<file path="src/rtl/uiaxism2video_if.sv">
// AXI4-Stream video beat bus: tuser marks the first pixel of a frame,
// tlast marks the last pixel of a line.
interface uiaxism2video_if #(
   parameter int DATA_W = 32
);
   logic [DATA_W-1:0] tdata;
   logic              tuser;
   logic              tlast;
   logic              tvalid;
   logic              tready;

   modport master (output tdata, tuser, tlast, tvalid, input tready);
   modport slave  (input tdata, tuser, tlast, tvalid, output tready);
endinterface

</file>
<file path="src/rtl/uiaxism2video.sv">
// AXI4-Stream video to raster video bridge. A free-running timing generator
// paces the output; a small first-word-fall-through FIFO buffers stream beats;
// a two-state lock machine aligns stream frames to raster frames and drops
// back to searching for start-of-frame on any framing error or starvation.
module uiaxism2video #(
   parameter int DATA_W     = 32,
   parameter int FIFO_DEPTH = 16,
   parameter int H_ACTIVE   = 640,
   parameter int H_FP       = 16,
   parameter int H_SYNC     = 96,
   parameter int H_BP       = 48,
   parameter int V_ACTIVE   = 480,
   parameter int V_FP       = 10,
   parameter int V_SYNC     = 2,
   parameter int V_BP       = 33
) (
   input  logic              vid_clk_i,
   input  logic              vid_rst_i,
   uiaxism2video_if.slave    s_axis_vid,
   output logic              vid_vs_o,
   output logic              vid_hs_o,
   output logic              vid_de_o,
   output logic [DATA_W-1:0] vid_data_o,
   output logic              locked_o,
   output logic              underflow_o
);
   localparam int H_TOTAL = H_ACTIVE + H_FP + H_SYNC + H_BP;
   localparam int V_TOTAL = V_ACTIVE + V_FP + V_SYNC + V_BP;
   localparam int HW      = $clog2(H_TOTAL + 1);
   localparam int VW      = $clog2(V_TOTAL + 1);
   localparam int AW      = $clog2(FIFO_DEPTH);
   localparam int CW      = AW + 1;

   localparam logic [HW-1:0] H_LAST   = HW'(H_TOTAL - 1);
   localparam logic [HW-1:0] H_EOL    = HW'(H_ACTIVE - 1);
   localparam logic [HW-1:0] H_ACT    = HW'(H_ACTIVE);
   localparam logic [HW-1:0] HS_BEGIN = HW'(H_ACTIVE + H_FP);
   localparam logic [HW-1:0] HS_END   = HW'(H_ACTIVE + H_FP + H_SYNC);
   localparam logic [VW-1:0] V_LAST   = VW'(V_TOTAL - 1);
   localparam logic [VW-1:0] V_ACT    = VW'(V_ACTIVE);
   localparam logic [VW-1:0] VS_BEGIN = VW'(V_ACTIVE + V_FP);
   localparam logic [VW-1:0] VS_END   = VW'(V_ACTIVE + V_FP + V_SYNC);
   localparam logic [CW-1:0] CNT_FULL = CW'(FIFO_DEPTH);

   typedef enum logic {
      ST_WAIT_SOF = 1'b0,
      ST_RUN      = 1'b1
   } state_t;

   typedef struct packed {
      logic [DATA_W-1:0] tdata;
      logic              tuser;
      logic              tlast;
   } beat_t;

   logic [HW-1:0]     h_cnt_q, h_cnt_d;
   logic [VW-1:0]     v_cnt_q, v_cnt_d;
   state_t            state_q, state_d;
   logic [AW-1:0]     wr_ptr_q, wr_ptr_d;
   logic [AW-1:0]     rd_ptr_q, rd_ptr_d;
   logic [CW-1:0]     count_q, count_d;
   logic              ready_en_q, ready_en_d;
   logic              vs_q, vs_d;
   logic              hs_q, hs_d;
   logic              de_q, de_d;
   logic              uf_q, uf_d;
   logic [DATA_W-1:0] data_q, data_d;
   beat_t             fifo_mem_q [FIFO_DEPTH];

   logic              h_last, v_last, active;
   logic              sof_pos, eol_pos;
   logic              full, empty, push, pop;
   beat_t             head, wr_beat;

   // Write side: accept whenever the FIFO has room; reads fall through from the head.
   assign full              = (count_q == CNT_FULL);
   assign empty             = (count_q == '0);
   assign s_axis_vid.tready = ready_en_q & ~full;
   assign push              = s_axis_vid.tvalid & s_axis_vid.tready;
   assign wr_beat           = {s_axis_vid.tdata, s_axis_vid.tuser, s_axis_vid.tlast};
   assign head              = fifo_mem_q[rd_ptr_q];

   // Raster counters and the sync / enable decode of the current position.
   // NOTE: every combinational output gets a default before any branch so no path leaves it unassigned (no latch).
   always_comb begin
      h_last  = (h_cnt_q == H_LAST);
      v_last  = (v_cnt_q == V_LAST);
      h_cnt_d = h_last ? '0 : h_cnt_q + 1'b1;
      v_cnt_d = v_cnt_q;
      if (h_last) begin
         v_cnt_d = v_last ? '0 : v_cnt_q + 1'b1;
      end
      active  = (h_cnt_q < H_ACT) && (v_cnt_q < V_ACT);
      sof_pos = (h_cnt_q == '0) && (v_cnt_q == '0);
      eol_pos = (h_cnt_q == H_EOL);
      hs_d    = (h_cnt_q >= HS_BEGIN) && (h_cnt_q < HS_END);
      vs_d    = (v_cnt_q >= VS_BEGIN) && (v_cnt_q < VS_END);
      de_d    = active;
   end

   // Lock state machine: decides pop, displayed pixel and error pulse for this position.
   always_comb begin
      state_d = state_q;
      pop     = 1'b0;
      uf_d    = 1'b0;
      data_d  = '0;
      case (state_q)
         ST_WAIT_SOF: begin
            if (!empty) begin
               if (!head.tuser) begin
                  pop = 1'b1;
               end else if (h_last && v_last) begin
                  state_d = ST_RUN;
               end
            end
         end
         ST_RUN: begin
            if (active) begin
               if (empty) begin
                  uf_d = 1'b1;
               end else if (head.tuser && !sof_pos) begin
                  // Early start of frame stays at the head to begin the next frame.
                  uf_d = 1'b1;
               end else begin
                  pop = 1'b1;
                  if ((head.tuser != sof_pos) || (head.tlast != eol_pos)) begin
                     uf_d = 1'b1;
                  end else begin
                     data_d = head.tdata;
                  end
               end
               if (uf_d) begin
                  state_d = ST_WAIT_SOF;
               end
            end
         end
         default: state_d = ST_WAIT_SOF;
      endcase
   end

   // FIFO bookkeeping; tready is held low until the first clock after reset.
   always_comb begin
      wr_ptr_d   = wr_ptr_q + AW'(push);
      rd_ptr_d   = rd_ptr_q + AW'(pop);
      count_d    = count_q + CW'(push) - CW'(pop);
      ready_en_d = 1'b1;
   end

   // State, pointers, counters and registered video outputs.
   // NOTE: sequential state uses non-blocking assignments so all flops sample pre-edge values together.
   always_ff @(posedge vid_clk_i or posedge vid_rst_i) begin
      if (vid_rst_i) begin
         h_cnt_q    <= '0;
         v_cnt_q    <= '0;
         state_q    <= ST_WAIT_SOF;
         wr_ptr_q   <= '0;
         rd_ptr_q   <= '0;
         count_q    <= '0;
         ready_en_q <= 1'b0;
         vs_q       <= 1'b0;
         hs_q       <= 1'b0;
         de_q       <= 1'b0;
         uf_q       <= 1'b0;
         data_q     <= '0;
      end else begin
         h_cnt_q    <= h_cnt_d;
         v_cnt_q    <= v_cnt_d;
         state_q    <= state_d;
         wr_ptr_q   <= wr_ptr_d;
         rd_ptr_q   <= rd_ptr_d;
         count_q    <= count_d;
         ready_en_q <= ready_en_d;
         vs_q       <= vs_d;
         hs_q       <= hs_d;
         de_q       <= de_d;
         uf_q       <= uf_d;
         data_q     <= data_d;
      end
   end

   // FIFO storage, written on every accepted beat.
   // NOTE: storage is not reset; only entries between the read and write pointers are ever used.
   always_ff @(posedge vid_clk_i) begin
      if (push) begin
         fifo_mem_q[wr_ptr_q] <= wr_beat;
      end
   end

   assign vid_vs_o    = vs_q;
   assign vid_hs_o    = hs_q;
   assign vid_de_o    = de_q;
   assign vid_data_o  = data_q;
   assign underflow_o = uf_q;
   assign locked_o    = (state_q == ST_RUN);
endmodule

</file>
<file path="src/flat_wrapper.sv">
// flat-port wrapper written by rule: the top's interface ports become plain ports
module uiaxism2video_flat 
#(
   parameter int DATA_W     = 32,
   parameter int FIFO_DEPTH = 16,
   parameter int H_ACTIVE   = 640,
   parameter int H_FP       = 16,
   parameter int H_SYNC     = 96,
   parameter int H_BP       = 48,
   parameter int V_ACTIVE   = 480,
   parameter int V_FP       = 10,
   parameter int V_SYNC     = 2,
   parameter int V_BP       = 33
)
  (vid_clk_i, vid_rst_i, vid_vs_o, vid_hs_o, vid_de_o, vid_data_o, locked_o, underflow_o, s_axis_vid_tdata, s_axis_vid_tuser, s_axis_vid_tlast, s_axis_vid_tvalid, s_axis_vid_tready);
  uiaxism2video_if #(.DATA_W(DATA_W)) s_axis_vid_i ();
  input  logic vid_clk_i;
  input  logic vid_rst_i;
  output logic vid_vs_o;
  output logic vid_hs_o;
  output logic vid_de_o;
  output logic [DATA_W-1:0] vid_data_o;
  output logic locked_o;
  output logic underflow_o;
  input wire logic [$bits(s_axis_vid_i.tdata)-1:0] s_axis_vid_tdata;
  input wire logic [$bits(s_axis_vid_i.tuser)-1:0] s_axis_vid_tuser;
  input wire logic [$bits(s_axis_vid_i.tlast)-1:0] s_axis_vid_tlast;
  input wire logic [$bits(s_axis_vid_i.tvalid)-1:0] s_axis_vid_tvalid;
  output wire logic [$bits(s_axis_vid_i.tready)-1:0] s_axis_vid_tready;
  assign s_axis_vid_i.tdata = s_axis_vid_tdata;
  assign s_axis_vid_i.tuser = s_axis_vid_tuser;
  assign s_axis_vid_i.tlast = s_axis_vid_tlast;
  assign s_axis_vid_i.tvalid = s_axis_vid_tvalid;
  assign s_axis_vid_tready = s_axis_vid_i.tready;
  uiaxism2video #(.DATA_W(DATA_W), .FIFO_DEPTH(FIFO_DEPTH), .H_ACTIVE(H_ACTIVE), .H_FP(H_FP), .H_SYNC(H_SYNC), .H_BP(H_BP), .V_ACTIVE(V_ACTIVE), .V_FP(V_FP), .V_SYNC(V_SYNC), .V_BP(V_BP)) u_core (.vid_clk_i(vid_clk_i), .vid_rst_i(vid_rst_i), .s_axis_vid(s_axis_vid_i), .vid_vs_o(vid_vs_o), .vid_hs_o(vid_hs_o), .vid_de_o(vid_de_o), .vid_data_o(vid_data_o), .locked_o(locked_o), .underflow_o(underflow_o));
endmodule
</file>
<file path="config.mk">
export PLATFORM = sky130hd
export DESIGN_NAME = uiaxism2video_flat
export DESIGN_NICKNAME = d
export VERILOG_FILES = /design/src/rtl/uiaxism2video_if.sv /design/src/rtl/uiaxism2video.sv /design/src/flat_wrapper.sv
export SDC_FILE = /design/constraint.sdc
export NUM_CORES = 1
export LEC_CHECK = 0
export ABC_AREA = 1
export CAP_MARGIN = 5
export CORE_ASPECT_RATIO = 1.4
export CORE_MARGIN = 4
export CORE_UTILIZATION = 66
export DETAILED_ROUTE_END_ITERATION = 12
export PLACE_DENSITY = 0.88
export SLEW_MARGIN = 20
export SYNTH_ARGS = -nofsm -noshare
export SYNTH_HDL_FRONTEND = slang
export SYNTH_SLANG_ARGS = --single-unit
</file>
<file path="constraint.sdc">
create_clock -name vid_clk_i -period 5.05 [get_ports vid_clk_i]
set_input_delay 1.01 -clock vid_clk_i [delete_from_list [all_inputs] [get_ports vid_clk_i]]
set_output_delay 1.01 -clock vid_clk_i [all_outputs]
set_load 0.1 [all_outputs]
</file>
* Yosys cells after proc, flatten, opt, wreduce, memory -nomap -nowiden
Memory sizes are Yosys's and may differ from the RTL's. Index checks and enable logic that the tools add are counted.
Word-level totals: memories kept 1, RAM bits 544, flip-flop bits (word level) 71
Memory list:
- u_core.fifo_mem_q | depth 16, bits a word 34, rd ports 1, clocked after Yosys merged registers in 0, wr ports 1, line uiaxism2video.sv:68 | beat_t fifo_mem_q [FIFO_DEPTH];
Cells by class: equality and inequality tests 6, muxes and demuxes 28, order comparisons 6, reduce and logical (&&, ||, !) cells 11, add/subtract/negate cells 6, bitwise gates (word level) 4
Operators by type and width (count):
- $mux 32 | 5
- $eq 10x10->1 const B | 3
- $add 10x1->10 const B | 2
- $logic_not 10->1 | 2
- $lt 10x10->1 const B | 2
- $lt 10x9->1 const B | 2
- $mux 10 | 2
- $mux 1 | 19
- $ge 10x10->1 const B | 1
- $ge 10x9->1 const B | 1
- $add 4x1->4 | 2
- $logic_and 1x1->1 | 6
- $add 5x1->5 | 1
- $eq 5x5->1 const B | 1
- $logic_not 5->1 | 1
- $sub 5x1->5 | 1
- $pmux 1 s2 | 2
- $and 1x1->1 | 2
- $ne 1x1->1 | 2
- $not 1->1 | 2
- $logic_not 1->1 | 1
- $logic_or 1x1->1 | 1

* Logic depth before layout (Yosys ltp)
Gate-level depths: netlist (run 1).
word-level depth 12, gate-level depth with buffers 21, mapped depth without buffers 18

* Worst setup path before layout (run 1)
OpenSTA, ideal clock, no wires.
kind input -> register, start point in s_axis_vid_tvalid, end point mem u_core.fifo_mem_q[0][0] (netlist name) (enable), stages on the path 4, arrival 2.928 ns, path slack 1.697 ns, required time 4.625 ns, cell sequence inv_1 nor2_1 nand3_1 nor2_1
On the way: longest elaborated chain between the ends 3
Ends and longest elaborated chain:
- start: declaration | line flat_wrapper.sv:28 | input wire logic [$bits(s_axis_vid_i.tvalid)-1:0] s_axis_vid_tvalid;
- $and 1x1->1 | line uiaxism2video.sv:79 | assign push = s_axis_vid.tvalid & s_axis_vid.tready;
- $mux 1 | line uiaxism2video.sv:184 | if (push) begin
- $mux 1 (implied by the code) | line uiaxism2video.sv:185 | fifo_mem_q[wr_ptr_q] <= wr_beat;
- end: declaration | line uiaxism2video.sv:68
Every way passes these cells.

* Worst setup path after layout (run 1)
start point reg u_core.rd_ptr_q[0], end point reg u_core.count_q[4]
On the way: longest elaborated chain between the ends 7, elaborated cells on any way between the ends 9
Ends and longest elaborated chain:
- start: declaration | line uiaxism2video.sv:60 | logic [AW-1:0] rd_ptr_q, rd_ptr_d;
- start signal: assignment | line uiaxism2video.sv:170 | rd_ptr_q <= rd_ptr_d;
- $mem_v2 16x34 (*)
- $logic_and 1x1->1 | line uiaxism2video.sv:121 | end else if (head.tuser && !sof_pos) begin
- $mux 1 | line uiaxism2video.sv:121
- $mux 1 | line uiaxism2video.sv:119 | if (empty) begin
- $mux 1 | line uiaxism2video.sv:118 | if (active) begin
- $pmux 1 s2 (*) | line uiaxism2video.sv:107 | case (state_q)
- $sub 5x1->5 (*) | line uiaxism2video.sv:145 | count_d = count_q + CW'(push) - CW'(pop);
- named net u_core.count_d[4] | line uiaxism2video.sv:61 | logic [CW-1:0] count_q, count_d;
- end signal: assignment | line uiaxism2video.sv:171 | count_q <= count_d;
- end: declaration | line uiaxism2video.sv:61
The timed path passes the listed nets; every way through them passes the cells marked *. A chain may end at the register's enable or synchronous reset.

==> results of run 1 <==
per-layer routing:
metal | up-vias | track usage [%] | wire (um)
li1 | 7080 | - | -
met1 | 7960 | 37.3 | 20000
met2 | 1303 | 50.8 | 31400
met3 | 274 | 5.38 | 6430
met4 | 0 | 13.0 | 2990
met5 | - | 0 | 0
power groups by stage:
stage	Combinational, uW	Sequential [uW]	Clock [uW]
final	4570	6010	3960
after global routing	4950	6030	4190
after CTS	4450	6000	3970
after detailed placement	4370	6110	0
after global placement	4090	6090	0
after floorplan	3310	6020	0
worst reg2reg max path, delay by kind of cell, from the launching register on:
family	cells	cell delay (ns)
adders and majority gates	4	1.05
and+or+nand+nor	6	0.88
DFF	1	0.77
AOI/OAI and AO/OA	3	0.74
buffers and inverters	2	0.39
xor gates and xnor gates	1	0.15
state kept, by name, indices dropped and copies added, names as in the netlist:
name                count
u_core.underflow_o      1
u_core.rd_ptr_q         4
u_core.vid_data_o      32
u_core.fifo_mem_q     544
u_core.vid_vs_o         1
u_core.locked_o         1
u_core.vid_hs_o         1
u_core.wr_ptr_q         4
u_core.h_cnt_q         10
u_core.ready_en_q       1
u_core.vid_de_o         1
u_core.count_q          5
u_core.v_cnt_q         10
cells in the mapped netlist, types with 2 or more instances:
master    instances  area share [%]
a21oi_1         200             4.1
a22oi_1          96             2.9
buf_1             7            0.11
buf_2            59             1.2
buf_4            19            0.58
buf_6             9            0.41
clkbuf_1         24            0.37
clkinv_1          2           0.031
dfrtp_1          71             7.2
edfxtp_1        544              66
ha_1             15            0.76
inv_1            61            0.93
inv_2             2           0.031
nand2_1         476             7.3
nand3_1         227             4.6
nand3_2           3            0.12
nand4_1           3           0.076
nor2_1           75             1.1
nor3_1            5            0.10
nor4_1            3           0.076
o211ai_1          3           0.092
o21ai_0          11            0.22
o22ai_1           2           0.051
or2_2             3           0.076
xor2_1           12            0.43
path summary, 6_finish.rpt:
check / from / endpoint / slack, ns / cells after the start
min reg2reg: u_core.h_cnt_q[0] / u_core.h_cnt_q[0] / 0.47 / 1
max: u_core.rd_ptr_q[0] / u_core.count_q[4] / 0.98 / 16
max in group asynchronous: vid_rst_i / u_core.vid_data_o[17] / 3.14 / 3
min: u_core.h_cnt_q[0] / u_core.h_cnt_q[0] / 0.47 / 1
max reg2reg: u_core.rd_ptr_q[0] / u_core.count_q[4] / 0.98 / 16
min in group asynchronous: vid_rst_i / u_core.ready_en_q / 0.94 / 2
layout make-up:
| class | instances | area share, % |
|---|---|---|
| multi-input cells | 1148 | 20.7 |
| clock inverters | 25 | 0.654 |
| well taps | 467 | 2.14 |
| flip-flops and latches | 615 | 66.3 |
| repair buffers | 109 | 3.76 |
| inverters | 66 | 0.938 |
| diodes | 3 | 0.0274 |
| clock buffers | 75 | 5.49 |
logic make-up (layout without fill, tap and decap cells):
kind of cell,Yosys count,after routing,share of synthesized area (%)
and+or+nand+nor,801,801,13.8
DFF,615,615,73.7
AOI/OAI and AO/OA,317,317,7.52
buffers and inverters,184,275,3.70
adders and majority gates,16,16,0.845
xor gates and xnor gates,13,13,0.463
other,1,4,0.0153
per-stage QoR:
stage	area, sq um	power [uW]
floorplan	24600	9330
global placement	25600	10200
detailed placement	25600	10500
CTS	27300	14400
global route	27300	15200
finish	27400	14500
==> results by group, run 1 <==
Status
  • Status: completed

Timing
  • Final setup violation count: 0
  • Max Clock Skew: 0.0119 ns
  • Setup TNS: 0 ns
  • Worst Max-Slew Pin Slew: 1.07 ns
  • Max-slew violations: 0
  • Max_slew headroom: 28.9%
  • WHS: 0.470 ns
  • Worst setup margin: 0.978 ns
  • Fmax: 0.246 GHz
  • Min cycle time layout: 4.07 ns
  • RSZ-0062 raised after global routing: no
  • Hold violation total from the final report: 0
  • Final period util: 80.6%

Power and ir drop
  • Net Switching: 5240 uW
  • Clock share of power: 27.2%
  • Leak Pwr: 0.00981 uW
  • PD cells: 532 mW/mm^2
  • Max VDD drop: 0.000360 V
  • Logic pwr share: 31.4%
  • Reg power frac: 41.4%
  • Switching part of the total: 36.0%
  • P_int: 9300 uW

Worst setup path
  • Critical-path cell list: inv_6, o21ai_0, nand3_1, nand3_1, nand2_1, ha_1, or2_2, o22ai_1, ha_1, inv_1, ha_1, fa_1, a21oi_1, nor2_1, nor2_1, xor2_1
  • Crit start category: register
  • CP max-delay cell: dfrtp_4
  • Maximum net fanout on the critical path: 81
  • Endpoint class of the critical path: register
  • CP Data Required Time: 5.56 ns
  • Most used cell, CP: ha_1
  • CP Class: reg2reg
  • CP top delay family: adder cells
  • CP Data Arrival Time: 4.59 ns
  • Buffers and inverters on the worst path: 2
  • Max stage delay on crit path: 0.77 ns

Floorplan
  • # rows: 83
  • Die H: 236 um
  • Initial Util: 66.8%
  • IO Pins: 75
  • Core ar.: 0.0368 sq mm
  • Die width: 171 um
  • Total die area: 0.0404 sq mm

Placed design
  • Place WS: 1.10 ns
  • Post-DP HPWL: 32200 um
  • GP Congestion: 0.865
  • Dpl cells: 2404
  • Port bufs: 74

Yosys
  • Post-synth top flop: edfxtp_1
  • Post-Synthesis Cells: 1947
  • Synth Register Bits: 615
  • Synth Net Count: 2000
  • Post-Syn Area: 0.0246 sq mm
  • Mean post-synth cell area: 12.6 sq um
  • Seq/Total Area, Yosys: 73.7%
  • Unique masters post-synth: 40
  • Synthesis Warnings: 0
  • Synth async-reset ratio: 11.5%
  • EDFF count, synth: 544

Min path
  • Min-delay worst type: reg2reg

Route
  • Drt initial violations: 2382
  • DR pass1 iterations: 6
  • Drt wl/cell: 24.2 um
  • Via count: 16600
  • ANT nets after route: 0
  • Post-route DRC: 0
  • WL final: 60700 um
  • DR vias/cell: 6.63

Layout
  • Final Core Density: 74.4%
  • Fillers: 2040
  • Area taken by multi-input logic gates: 0.00567 sq mm
  • Final Non-Filler Cells: 2508
  • FF/Latch Area: 0.0181 sq mm
  • NumNets Final: 2046
  • Layout cells sized above 1: 7.11%
  • Area delta synth->final: 11.3%
  • Leading cell types in the layout, fill and taps excluded: 544 x edfxtp_1, 476 x nand2_1, 227 x nand3_1
  • Commonest non-fill, non-tap cell in the layout: edfxtp_1

CTS
  • Clk slew on worst S/H paths: 0.07 ns
  • # hold bufs at CTS: 0
  • TritonCTS clock tree: done
  • CTS H-tree depth: 2
  • CTS Buf Count: 53
  • Post-CTS Setup Repair Bufs: 0
  • CTS root buf: clkbuf_16
  • Post_cts resized: 0
  • Clk_lat worst skew: 0.59 ns
  • Clk sinks: 615
  • CTS Buffer Depth: 3

Global route
  • Largest net degree at the start of global routing: 93
  • GR Overflow Total: 0
  • Total GRT Usage: 29.7%
  • Vias in the first global route: 16800
  • First-pass GRT wire length: 92800 um
  • Initial antenna violation count: 1

Run
  • Max Cap Viol: 0
No activity file was read; power rests on OpenSTA's default activity.
==> run 2: changes to the inputs <==
--- a/config.mk
+++ b/config.mk
@@ -9,9 +9,9 @@
 export CAP_MARGIN = 5
 export CORE_ASPECT_RATIO = 1.4
 export CORE_MARGIN = 4
-export CORE_UTILIZATION = 66
+export CORE_UTILIZATION = 61
 export DETAILED_ROUTE_END_ITERATION = 12
-export PLACE_DENSITY = 0.88
+export PLACE_DENSITY = 0.82
 export SLEW_MARGIN = 20
 export SYNTH_ARGS = -nofsm -noshare
 export SYNTH_HDL_FRONTEND = slang
==> constraint.sdc (replaced) <==
create_clock -name vid_clk_i -period 4.2 [get_ports vid_clk_i]
set_input_delay 0.84 -clock vid_clk_i [delete_from_list [all_inputs] [get_ports vid_clk_i]]
set_output_delay 0.84 -clock vid_clk_i [all_outputs]
set_load 0.1 [all_outputs]
==> run 2 against run 1 <==
Clock power increased by 24%; global-route usage down 2.1 points; maximum frequency increased by 8.9%; sequential share of layout area shrank 0.56 points; design area is 0.86% higher; count of clock-buffer cells in the layout decreased by 6; routed wire length fell by 0.26%; critical endpoint unchanged; largest cell class unchanged.
==> results by group, run 2 (same netlist as run 1, synthesis figures left out) <==
Status
  • Status: completed

Global route
  • Total GRT Usage: 27.6%
  • Vias in the first global route: 16300
  • First-pass GRT wire length: 92000 um
  • GR Overflow Total: 0
  • Initial antenna violation count: 1
  • Largest net degree at the start of global routing: 237

Timing
  • RSZ-0062 raised after global routing: no
  • Max-slew violations: 0
  • Final period util: 89.0%
  • Final setup violation count: 0
  • Fmax: 0.267 GHz
  • Worst Max-Slew Pin Slew: 1.15 ns
  • Setup TNS: 0 ns
  • Hold violation total from the final report: 0
  • Max_slew headroom: 23.6%
  • Min cycle time layout: 3.74 ns
  • Max Clock Skew: 0.0334 ns
  • Worst setup margin: 0.461 ns

Layout
  • Largest Register: u_core.fifo_mem_q
  • Area delta synth->final: 12.3%
  • Commonest non-fill, non-tap cell in the layout: edfxtp_1
  • Leading cell types in the layout, fill and taps excluded: 544 x edfxtp_1, 476 x nand2_1, 227 x nand3_1
  • NumNets Final: 2052
  • Final Non-Filler Cells: 2571
  • Layout cells sized above 1: 7.59%
  • Inserted Diodes: 0
  • Max reg flops: 544

Min path
  • Min-delay worst type: reg2reg

CTS
  • CTS Buf Count: 53
  • # hold bufs at CTS: 0
  • Post_cts resized: 0
  • CTS root buf: clkbuf_16
  • CTS Buffer Depth: 3
  • Clk_lat worst skew: 0.60 ns
  • TritonCTS clock tree: done
  • Post-CTS Setup Repair Bufs: 0
  • Clk sinks: 615
  • Clk slew on worst S/H paths: 0.07 ns
  • CTS H-tree depth: 2

Worst setup path
  • CP Data Required Time: 4.69 ns
  • CP Data Arrival Time: 4.23 ns
  • Buffers and inverters on the worst path: 2
  • CP Class: reg2reg
  • CP max-delay cell: dfrtp_4
  • CP top delay family: adder cells
  • Endpoint class of the critical path: register
  • Most used cell, CP: ha_1
  • Critical-path cell list: inv_6, o21ai_0, nand3_1, nand3_1, nand2_1, ha_1, or2_2, o22ai_1, ha_1, inv_1, ha_1, fa_1, a21oi_1, nor2_1, nor2_1, xor2_1
  • Max stage delay on crit path: 0.76 ns
  • Maximum net fanout on the critical path: 43
  • Crit start category: register

Floorplan
  • Die width: 178 um
  • Initial Util: 62.1%
  • Total die area: 0.0436 sq mm
  • # rows: 86
  • Core ar.: 0.0396 sq mm
  • IO Pins: 75
  • Die H: 245 um

Power and ir drop
  • Max VDD drop: 0.000400 V
  • Leak Pwr: 0.00990 uW
  • PD cells: 646 mW/mm^2

Route
  • DR pass1 iterations: 7
  • Drt initial violations: 2268
  • WL final: 60600 um
  • Post-route DRC: 0
  • DR vias/cell: 6.36
  • Drt wl/cell: 23.6 um
  • Via count: 16400
  • ANT nets after route: 0

Run
  • Max Cap Viol: 0

Placed design
  • Post-DP HPWL: 34700 um
  • Place WS: 0.570 ns
  • Port bufs: 74
  • GP Congestion: 0.850
  • Dpl cells: 2472
[run 2: routing by layer]
layer  routed length, um  vias to the layer above  global-route usage, %
met3                6430                      209                   4.72
met1               21200                     7883                   35.8
li1                    -                     7083                      -
met4                2800                        0                   12.6
met2               30200                     1188                   46.1
met5                   0                        -                      0
[run 2: final timing paths]
path | startpoint | endpoint | slack, ns | depth (start not counted)
worst max-delay path | u_core.rd_ptr_q[0] | u_core.count_q[4] | 0.46 | 16
worst min-delay path | u_core.h_cnt_q[0] | u_core.h_cnt_q[0] | 0.47 | 1
worst max register to register | u_core.rd_ptr_q[0] | u_core.count_q[4] | 0.46 | 16
worst min register to register | u_core.h_cnt_q[0] | u_core.h_cnt_q[0] | 0.47 | 1
max in group asynchronous | vid_rst_i | u_core.vid_data_o[16] | 2.69 | 3
min in group asynchronous | vid_rst_i | u_core.v_cnt_q[9] | 0.74 | 2
[run 2: report_power, final]
| part | leakage [uW] | switching (uW) | internal, uW |
|---|---|---|---|
| clock network | 0.000859 | 2140 | 2790 |
| registers | 0.00584 | 203 | 7030 |
| logic | 0.00320 | 4060 | 1580 |
| total | 0.00990 | 6410 | 11400 |
[run 2: cell type report]
class / count / area [sq um]
multi-input cells: 1148 / 5670
inverters: 66 / 258
well taps: 528 / 661
flip-flops and latches: 615 / 18100
clock inverters: 30 / 312
clock buffers: 69 / 1440
repair buffers: 115 / 1120
fillers: 2532 / 12000
[run 2: stage by stage]
step / cell area, sq um / power, uW / hold slack (ns) / util, %
floorplan: 24600 / 11200 / 0.432 / -
global placement: 25800 / 12600 / 0.444 / 65.2
detailed placement: 25800 / 12800 / 0.463 / 65.2
CTS: 27600 / 17700 / 0.471 / 69.7
global route: 27600 / 18600 / 0.496 / 69.7
finish: 27600 / 17800 / 0.474 / 69.7
